**config.mk**
```make
export PLATFORM = sky130hd
export DESIGN_NAME = gpo_reg_bank
export DESIGN_NICKNAME = d
export VERILOG_FILES = /design/src/rtl/gpo_reg_bank.sv
export SDC_FILE = /design/constraint.sdc
export NUM_CORES = 1
export LEC_CHECK = 0
export BUFFER_PORTS_ARGS = -buffer_cell sky130_fd_sc_hd__buf_4
export CORE_MARGIN = 2
export CORE_UTILIZATION = 45
export DETAILED_ROUTE_END_ITERATION = 12
export PLACE_DENSITY = 0.7
export SLEW_MARGIN = 40
export SYNTH_ARGS = -nofsm -noshare
export SYNTH_HDL_FRONTEND = slang
export SYNTH_SLANG_ARGS = --single-unit
```
**constraint.sdc**
```tcl
create_clock -name SYSCLK -period 1.45 [get_ports SYSCLK]
set_input_delay 0.145 -clock SYSCLK [delete_from_list [all_inputs] [get_ports SYSCLK]]
set_output_delay 0.145 -clock SYSCLK [all_outputs]
set_load 0.005 [all_outputs]
```
**src/rtl/gpo_reg_bank.sv**
```systemverilog
// gpo_reg_bank: 16 x 8-bit output registers shared by two slave ports. It provides
// per-register write strobes, port-1-priority collision handling and self-clearing pulse registers.
module gpo_reg_bank #(
  parameter logic [7:0]  RESET_VALUE = 8'h00,
  parameter logic [15:0] PULSE_MASK  = 16'h0000,
  parameter int          PULSE_LEN   = 4
) (
  input  logic         SYSCLK,
  input  logic         RESET_N,
  input  logic         PORT_CS1,
  input  logic [15:0]  OFFSET_SEL1,
  input  logic         RD_WR1,
  input  logic [7:0]   DIN1,
  input  logic         PORT_CS2,
  input  logic [15:0]  OFFSET_SEL2,
  input  logic         RD_WR2,
  input  logic [7:0]   DIN2,
  output logic [7:0]   DOUT1,
  output logic [7:0]   DOUT2,
  output logic [127:0] GPO_Q,
  output logic [15:0]  WR_STB,
  output logic         COLLISION
);

  localparam logic [3:0] PULSE_LOAD = 4'(PULSE_LEN);

  logic        wq1, wq2;
  logic        wr1, wr2;
  logic        wq1_d_reg, wq2_d_reg;
  logic        armed1_reg, armed2_reg;
  logic [15:0] wsel1, wsel2;
  logic [7:0]  rd1, rd2;

  assign wq1 = PORT_CS1 & ~RD_WR1;
  assign wq2 = PORT_CS2 & ~RD_WR2;

  // A port must show its write qualifier low at least once after reset before it can
  // fire, so a select that was still held through reset does not produce a write.
  assign wr1 = wq1 & ~wq1_d_reg & armed1_reg;
  assign wr2 = wq2 & ~wq2_d_reg & armed2_reg;

  assign wsel1 = wr1 ? OFFSET_SEL1 : 16'h0000;
  assign wsel2 = wr2 ? OFFSET_SEL2 : 16'h0000;

  always_comb begin
    rd1 = 8'h00;
    rd2 = 8'h00;
    for (int i = 0; i < 16; i++) begin
      if (OFFSET_SEL1[i]) rd1 = rd1 | GPO_Q[8*i +: 8];
      if (OFFSET_SEL2[i]) rd2 = rd2 | GPO_Q[8*i +: 8];
    end
  end

  always_ff @(posedge SYSCLK or negedge RESET_N) begin
    if (!RESET_N) begin
      wq1_d_reg  <= 1'b0;
      wq2_d_reg  <= 1'b0;
      armed1_reg <= 1'b0;
      armed2_reg <= 1'b0;
      WR_STB     <= 16'h0000;
      COLLISION  <= 1'b0;
      DOUT1      <= 8'h00;
      DOUT2      <= 8'h00;
    end else begin
      wq1_d_reg  <= wq1;
      wq2_d_reg  <= wq2;
      armed1_reg <= armed1_reg | ~wq1;
      armed2_reg <= armed2_reg | ~wq2;
      WR_STB     <= wsel1 | wsel2;
      COLLISION  <= |(wsel1 & wsel2);
      if (PORT_CS1 & RD_WR1) DOUT1 <= rd1;
      if (PORT_CS2 & RD_WR2) DOUT2 <= rd2;
    end
  end

  for (genvar gi = 0; gi < 16; gi++) begin : g_reg
    logic [7:0] val_reg;
    logic [3:0] cnt_reg;

    // A write always beats a pulse expiring on the same edge.
    always_ff @(posedge SYSCLK or negedge RESET_N) begin
      if (!RESET_N) begin
        val_reg <= RESET_VALUE;
        cnt_reg <= 4'd0;
      end else if (wsel1[gi] || wsel2[gi]) begin
        val_reg <= wsel1[gi] ? DIN1 : DIN2;
        cnt_reg <= PULSE_MASK[gi] ? PULSE_LOAD : 4'd0;
      end else if (PULSE_MASK[gi] && (cnt_reg != 4'd0)) begin
        cnt_reg <= cnt_reg - 4'd1;
        if (cnt_reg == 4'd1) val_reg <= RESET_VALUE;
      end
    end

    assign GPO_Q[8*gi +: 8] = val_reg;
  end

endmodule

```
==> results.cfg, run 1 <==
[global_routing]
antenna_found_initial = 0
gr-total-overflow = 0
grt_first_pass_wirelength_um = 59240
via_count_of_the_first_global_routing_pass = 8574
grt_start_max_net_pins = 46
grt_usage_pct = 39.73

[timing]
worst_slack_ns = -0.1214
final.period_utilization_pct = 108.4
timing.slew.headroom_pct = 73.76
max_slew.worst_pin.slew_ns = 0.3936
period_minus_slack_ns = 1.571
clock_skew_ns = 0.008436
drv_slew = 0
rsz_0062_raised_after_global_routing = yes
hold_violation_total_from_the_final_report = 0
setup_viol = 116
peak_clock_frequency_supported_by_timing_ghz = 0.6364

[logic_synthesis]
syn-instance-count = 886
synth.distinct_cells = 28
yosys.area.top_type_share_pct = 46.24
most_frequent_cell_after_synthesis = dfrtp_1
async_flop_share_pct = 100.0
synth.largest_area_cell = dfrtp_1
synth-edff-count = 0
yosysSeqAreaShare_pct = 46.24
synth.ff_latch_count = 165
ys_top_cells_by_area = dfrtp_1 (46%), mux2i_1 (14%), o21ai_0 (6.7%), nand2_1 (5.4%), a221oi_1 (5.1%)
syn-cell-area_um2 = 8930
syn_avg_cell_area_um2 = 10.08
ys_dominant_reg_cell = dfrtp_1
syn-num-nets = 940
synth.yosys.warnings = 0
synthTopCellsByCount = dfrtp_1 (165), mux2i_1 (128), nand2_1 (128), o21ai_0 (120)

[run_status]
run_status = finished, violations left
failed_checks = negative setup slack

[power_and_ir_drop]
leakage_uw = 0.006250
max-vdd-ir-drop_mv = 0.8669
pwr_density_cell_nw_per_um2 = 1304

[setup_path]
critical_path.endpoint_type = flip-flop
worstPathRequired_ns = 1.77
crit_start_category = flip-flop
crit_arrival_ns = 1.89
timing.setup.critical_path_class = reg2reg
timing.critical_path.fanout_max = 9

[floorplan]
die-width_um = 144.9
num_io_pins = 215
die_h_um = 144.9
coreArea_um2 = 19460
die_area_um2 = 20990
start_util_pct = 45.88
fp-row-count = 51

[worst_hold_path]
hold_class = in2reg

[routing]
drt-wirelength-per-cell_um = 30.28
detailedRoute.firstPassIterationCount = 9
vias_per_cell = 6.571
via_count = 9259
wl_um = 42670
drc_errors = 0
first_iter_violations = 1440
postRouteAntennaNets = 0

[cts]
ctsLongestPathBuffers = 2
worst_setup_hold_path_clk_slew_ns = 0.07
cts_tree = yes
clock_tree.root_cell = clkbuf_16
cts_buffers = 17
clock-sinks = 165
clock_latency_ns = 0.44
ctsHtreeMaxLevel = 4

[layout]
layout_cells_excl_fill = 1409
post-route-cell-area_um2 = 12500
largest_register_ff_count = 128
fillers = 1547
layout-drive-gt1-share_pct = 37.33
area_growth_syn_to_layout_pct = 40.00
diodes = 0
finalNetCount = 1185
end_of_flow_core_utilization_pct = 64.24

[place]
instance_area_at_placement_um2 = 11200
dp_cells = 1351
dp.final_hpwl_um = 29110
routability_driven_placement_congestion_ratio = 1.023
port-buffer-count = 214

[flow_run]
max_cap_viol_count = 0
-- cells by family (layout without fill, tap and decap cells) --
group / Yosys count / after routing / share of synthesized area (%)
AOI/OAI and AO/OA: 280 / 280 / 21.68
buffers and inverters: 95 / 348 / 5.801
DFF: 165 / 165 / 46.24
muxes: 128 / 128 / 14.35
and+or+nand+nor: 218 / 223 / 11.94
-- where the power goes --
part	total, uW	internal, uW	switching, uW
registers	6800	5430	1360
clock network	4370	2240	2130
logic	5130	2710	2420
total	16300	10400	5920
-- metal layers --
metal | global-route usage [%] | share of wire [%] | vias up
met2 | 57.30 | 43 | 791
li1 | - | - | 3790
met3 | 10.46 | 13 | 159
met5 | 0 | 0 | -
met1 | 55.11 | 38 | 4519
met4 | 19.98 | 5.8 | 0
-- through the flow --
stage	total power, uW	TNS (ns)	worst slack [ns]	hold slack (ns)
final	16300	-3.786	-0.1214	0.01432
after floorplan	8158	0	0.01596	-0.1506
after global routing	16810	-10.41	-0.1865	0.02197
after global placement	11350	-0.1614	-0.02228	0.06261
after detailed placement	11420	-2.644	-0.1012	0.06204
after CTS	15820	-2.089	-0.07478	0.01830
-- path summary, 6_finish.rpt --
| path | end | slack [ns] | startpoint | depth (start not counted) |
|---|---|---|---|---|
| max in group asynchronous | g_reg[12].val_reg[0] | 0.68 | RESET_N | 3 |
| min reg2reg | armed2_reg | 0.48 | armed2_reg | 1 |
| min in group asynchronous | g_reg[9].val_reg[1] | 0.18 | RESET_N | 2 |
| max reg2reg | g_reg[1].val_reg[4] | -0.12 | wq2_d_reg | 6 |
| max | g_reg[1].val_reg[4] | -0.12 | wq2_d_reg | 6 |
| min | wq1_d_reg | 0.01 | RD_WR1 | 2 |
-- placed cells by master (no fill, tap or decap), drive strengths merged, types with 7 or more instances in the layout --
| cell type | Yosys | layout |
|---|---|---|
| nand2 | 144 | 149 |
| and3 | 17 | 17 |
| inv | 0 | 7 |
| clkbuf | 51 | 24 |
| nor2 | 16 | 16 |
| a22oi | 32 | 32 |
| nand2b | 18 | 18 |
| a22o | 52 | 52 |
| buf | 44 | 307 |
| mux2i | 128 | 128 |
| a221oi | 52 | 52 |
| o21ai | 128 | 128 |
| a41oi | 16 | 16 |
| and2 | 18 | 18 |
| dfrtp | 165 | 165 |
-- worst max-delay path: stages, from the launching register on --
cell	delay, ns
dfrtp_1	0.35
and4bb_4	0.35
buf_12	0.15
buf_4	0.14
nand2_8	0.10
mux2i_1	0.26
o21ai_1	0.10
-- layout make-up --
class | count | area [um2] | share of cell area [%]
flip-flops and latches | 165 | 4131 | 33.05
multi-input cells | 631 | 4707 | 37.65
well taps | 265 | 331.6 | 2.652
clock inverters | 14 | 117.6 | 0.9408
clock buffers | 18 | 429.2 | 3.433
repair buffers | 316 | 2785 | 22.28
-- what timing repair did --
action,4_1_cts,5_1_grt
hold buffers,3,0
endpoints found under the hold margin,168,0
cloned,5,8
endpoints found under the setup margin,100,135
resized for setup,56,123
pin swaps,2,4
setup buffers,1,10
Note: power is estimated with default switching activity, not from simulation.
==> inputs of run 2 (changes only) <==
Settings changed: BUFFER_PORTS_ARGS -buffer_cell sky130_fd_sc_hd__buf_4 to -buffer_cell sky130_fd_sc_hd__buf_2.
==> run 2 against run 1 <==
  * The flow still finishes with violations (negative setup slack)
  * Setup slack better by 0.055 ns
  * Register-to-register slack better by 0.06 ns
  * Via count down 0.33%
  * Sequential cell count unchanged
  * Clock skew up 0.0016 ns
  * Combinational power down 14%
  * Power down 2.2%
  * Core utilization down 4.6 points
  * Hold slack better by 0.0022 ns
  * Global-route usage down 0.79 points
  * Clock power up 8.2%
  * Critical endpoint is now g_reg[14].val_reg[0]
  * Largest power group unchanged
==> results.cfg, run 2 (synthesis results as in run 1) <==
[cts]
ctsLongestPathBuffers = 2
clock-sinks = 165
clock_tree.root_cell = clkbuf_16
ctsHtreeMaxLevel = 4
worst_setup_hold_path_clk_slew_ns = 0.07
cts_buffers = 17
clock_latency_ns = 0.44
cts_tree = yes

[setup_path]
timing.critical_path.fanout_max = 5
crit_start_category = flip-flop
crit_arrival_ns = 1.87
critical_path.endpoint_type = flip-flop
worstPathRequired_ns = 1.80
timing.setup.critical_path_class = reg2reg

[worst_hold_path]
hold_class = in2reg

[timing]
final.period_utilization_pct = 104.6
timing.slew.headroom_pct = 60.34
max_slew.worst_pin.slew_ns = 0.5949
hold_slack_ns = 0.01652
worst_slack_ns = -0.06635
rsz_0062_raised_after_global_routing = yes
period_minus_slack_ns = 1.516
drv_slew = 0
hold_violation_total_from_the_final_report = 0
setup_viol = 52
peak_clock_frequency_supported_by_timing_ghz = 0.6595
clock_skew_ns = 0.01001

[layout]
diodes = 0
most-common-layout-cells = buf_2 (213), dfrtp_1 (164), mux2i_1 (127), nand2_1 (126), buf_4 (77)
layout_cells_excl_fill = 1408
area_growth_syn_to_layout_pct = 29.93
commonest_non_fill_non_tap_cell_in_the_layout = buf_2
layout-drive-gt1-share_pct = 34.12
largest_register_ff_count = 128
post-route-cell-area_um2 = 11600
finalNetCount = 1184

[run_status]
run_status = finished, violations left
failed_checks = negative setup slack

[routing]
vias_per_cell = 6.554
drt-wirelength-per-cell_um = 29.27
drc_errors = 0
first_iter_violations = 1576
wl_um = 41210
via_count = 9228
detailedRoute.firstPassIterationCount = 8
postRouteAntennaNets = 0

[power_and_ir_drop]
max-vdd-ir-drop_mv = 0.9083
seq_power_share_pct = 42.5
clock_power_share_pct = 29.7
p_total_uw = 15940
pwr_density_cell_nw_per_um2 = 1374
proportion_of_power_drawn_by_combinational_gates_pct = 27.8
power.switching_uw = 5792
power.internal_uw = 10150
switching_share_pct = 36.33
leakage_uw = 0.006021

[global_routing]
via_count_of_the_first_global_routing_pass = 8410
grt_first_pass_wirelength_um = 58140
grt_usage_pct = 38.94
gr-total-overflow = 0
antenna_found_initial = 0
grt_start_max_net_pins = 39

[place]
dp.final_hpwl_um = 29120
dp_cells = 1368
instance_area_at_placement_um2 = 10770
port-buffer-count = 214
routability_driven_placement_congestion_ratio = 1.063
pre_cts_slack_ns = -0.08083

[floorplan]
num_io_pins = 215
die-width_um = 144.9
die_area_um2 = 20990
die_h_um = 144.9
start_util_pct = 45.88
coreArea_um2 = 19460
fp-row-count = 51

[flow_run]
max_cap_viol_count = 0
## run 2: cell types whose count changed in the layout (fill, tap and decap cells not counted), moves of 4 or more
cell,delta
and2_4,+4
buf_12,-4
o21ai_1,-4
a221oi_1,+4
nand2_8,-9
buf_2,+213
buf_4,-200
a221oi_2,-4
clkbuf_16,-5
o21ai_0,+14
o21ai_2,-10
nand2_1,+21
and2_1,-4
nand2_2,-15
## run 2: power by group through the flow
| stage | clock network (uW) | logic [uW] | registers [uW] |
|---|---|---|---|
| 3_3_place_gp | 0 | 4090 | 6730 |
| 4_1_cts | 4710 | 4220 | 6650 |
| 5_1_grt | 4900 | 4730 | 6770 |
| 3_5_place_dp | 0 | 4170 | 6730 |
| 2_1_floorplan | 0 | 1850 | 6310 |
| 6_report | 4730 | 4430 | 6780 |
## run 2: layout make-up
cell class                      instances  area (um2)
Clock inverter                         15       167.7
Fill cell                            1680        7860
Timing Repair Buffer                  319        2132
Multi-Input combinational cell        627        4415
Clock buffer                           17       425.4
Sequential cell                       165        4130
Tap cell                              265       331.6
## run 2: metal layers
metal | GRT usage, % | vias up | wire length, um
li1 | - | 3750 | -
met1 | 54.46 | 4428 | 15530
met2 | 56.01 | 865 | 17180
met3 | 10.00 | 185 | 6113
met4 | 19.26 | 0 | 2388
met5 | 0 | - | 0
## run 2: per-stage QoR
step	util (%)	setup TNS (ns)
after floorplan	-	0
after global placement	55.33	-0.4835
after detailed placement	55.33	-2.676
after CTS	58.78	-2.327
after global routing	59.61	-4.668
final	59.61	-0.9392
## run 2: worst paths after layout
kind	start	slack, ns	to	cells after the start
min in group asynchronous	RESET_N	0.16	g_reg[7].val_reg[7]	2
worst min register to register	armed1_reg	0.48	armed1_reg	1
max in group asynchronous	RESET_N	0.71	g_reg[5].val_reg[1]	3
worst max-delay path	wq2_d_reg	-0.07	g_reg[14].val_reg[0]	6
worst min-delay path	RD_WR1	0.02	wq1_d_reg	2
worst max register to register	wq2_d_reg	-0.07	g_reg[14].val_reg[0]	6
## run 2: critical path, cell delays in order (launching register included)
cell	delay (ns)
dfrtp_1	0.36
and4bb_4	0.37
buf_12	0.16
buf_12	0.14
nand2_8	0.07
mux2i_1	0.14
o21ai_1	0.19
## run 2: timing repair
| item | 4_1_cts | 5_1_grt |
|---|---|---|
| endpoints found under the setup margin | 86 | 133 |
| cloned | 0 | 2 |
| hold buffers | 4 | 0 |
| resized for setup | 22 | 84 |
| setup buffers | 0 | 2 |
| pin swaps | 0 | 6 |
| endpoints found under the hold margin | 168 | 0 |
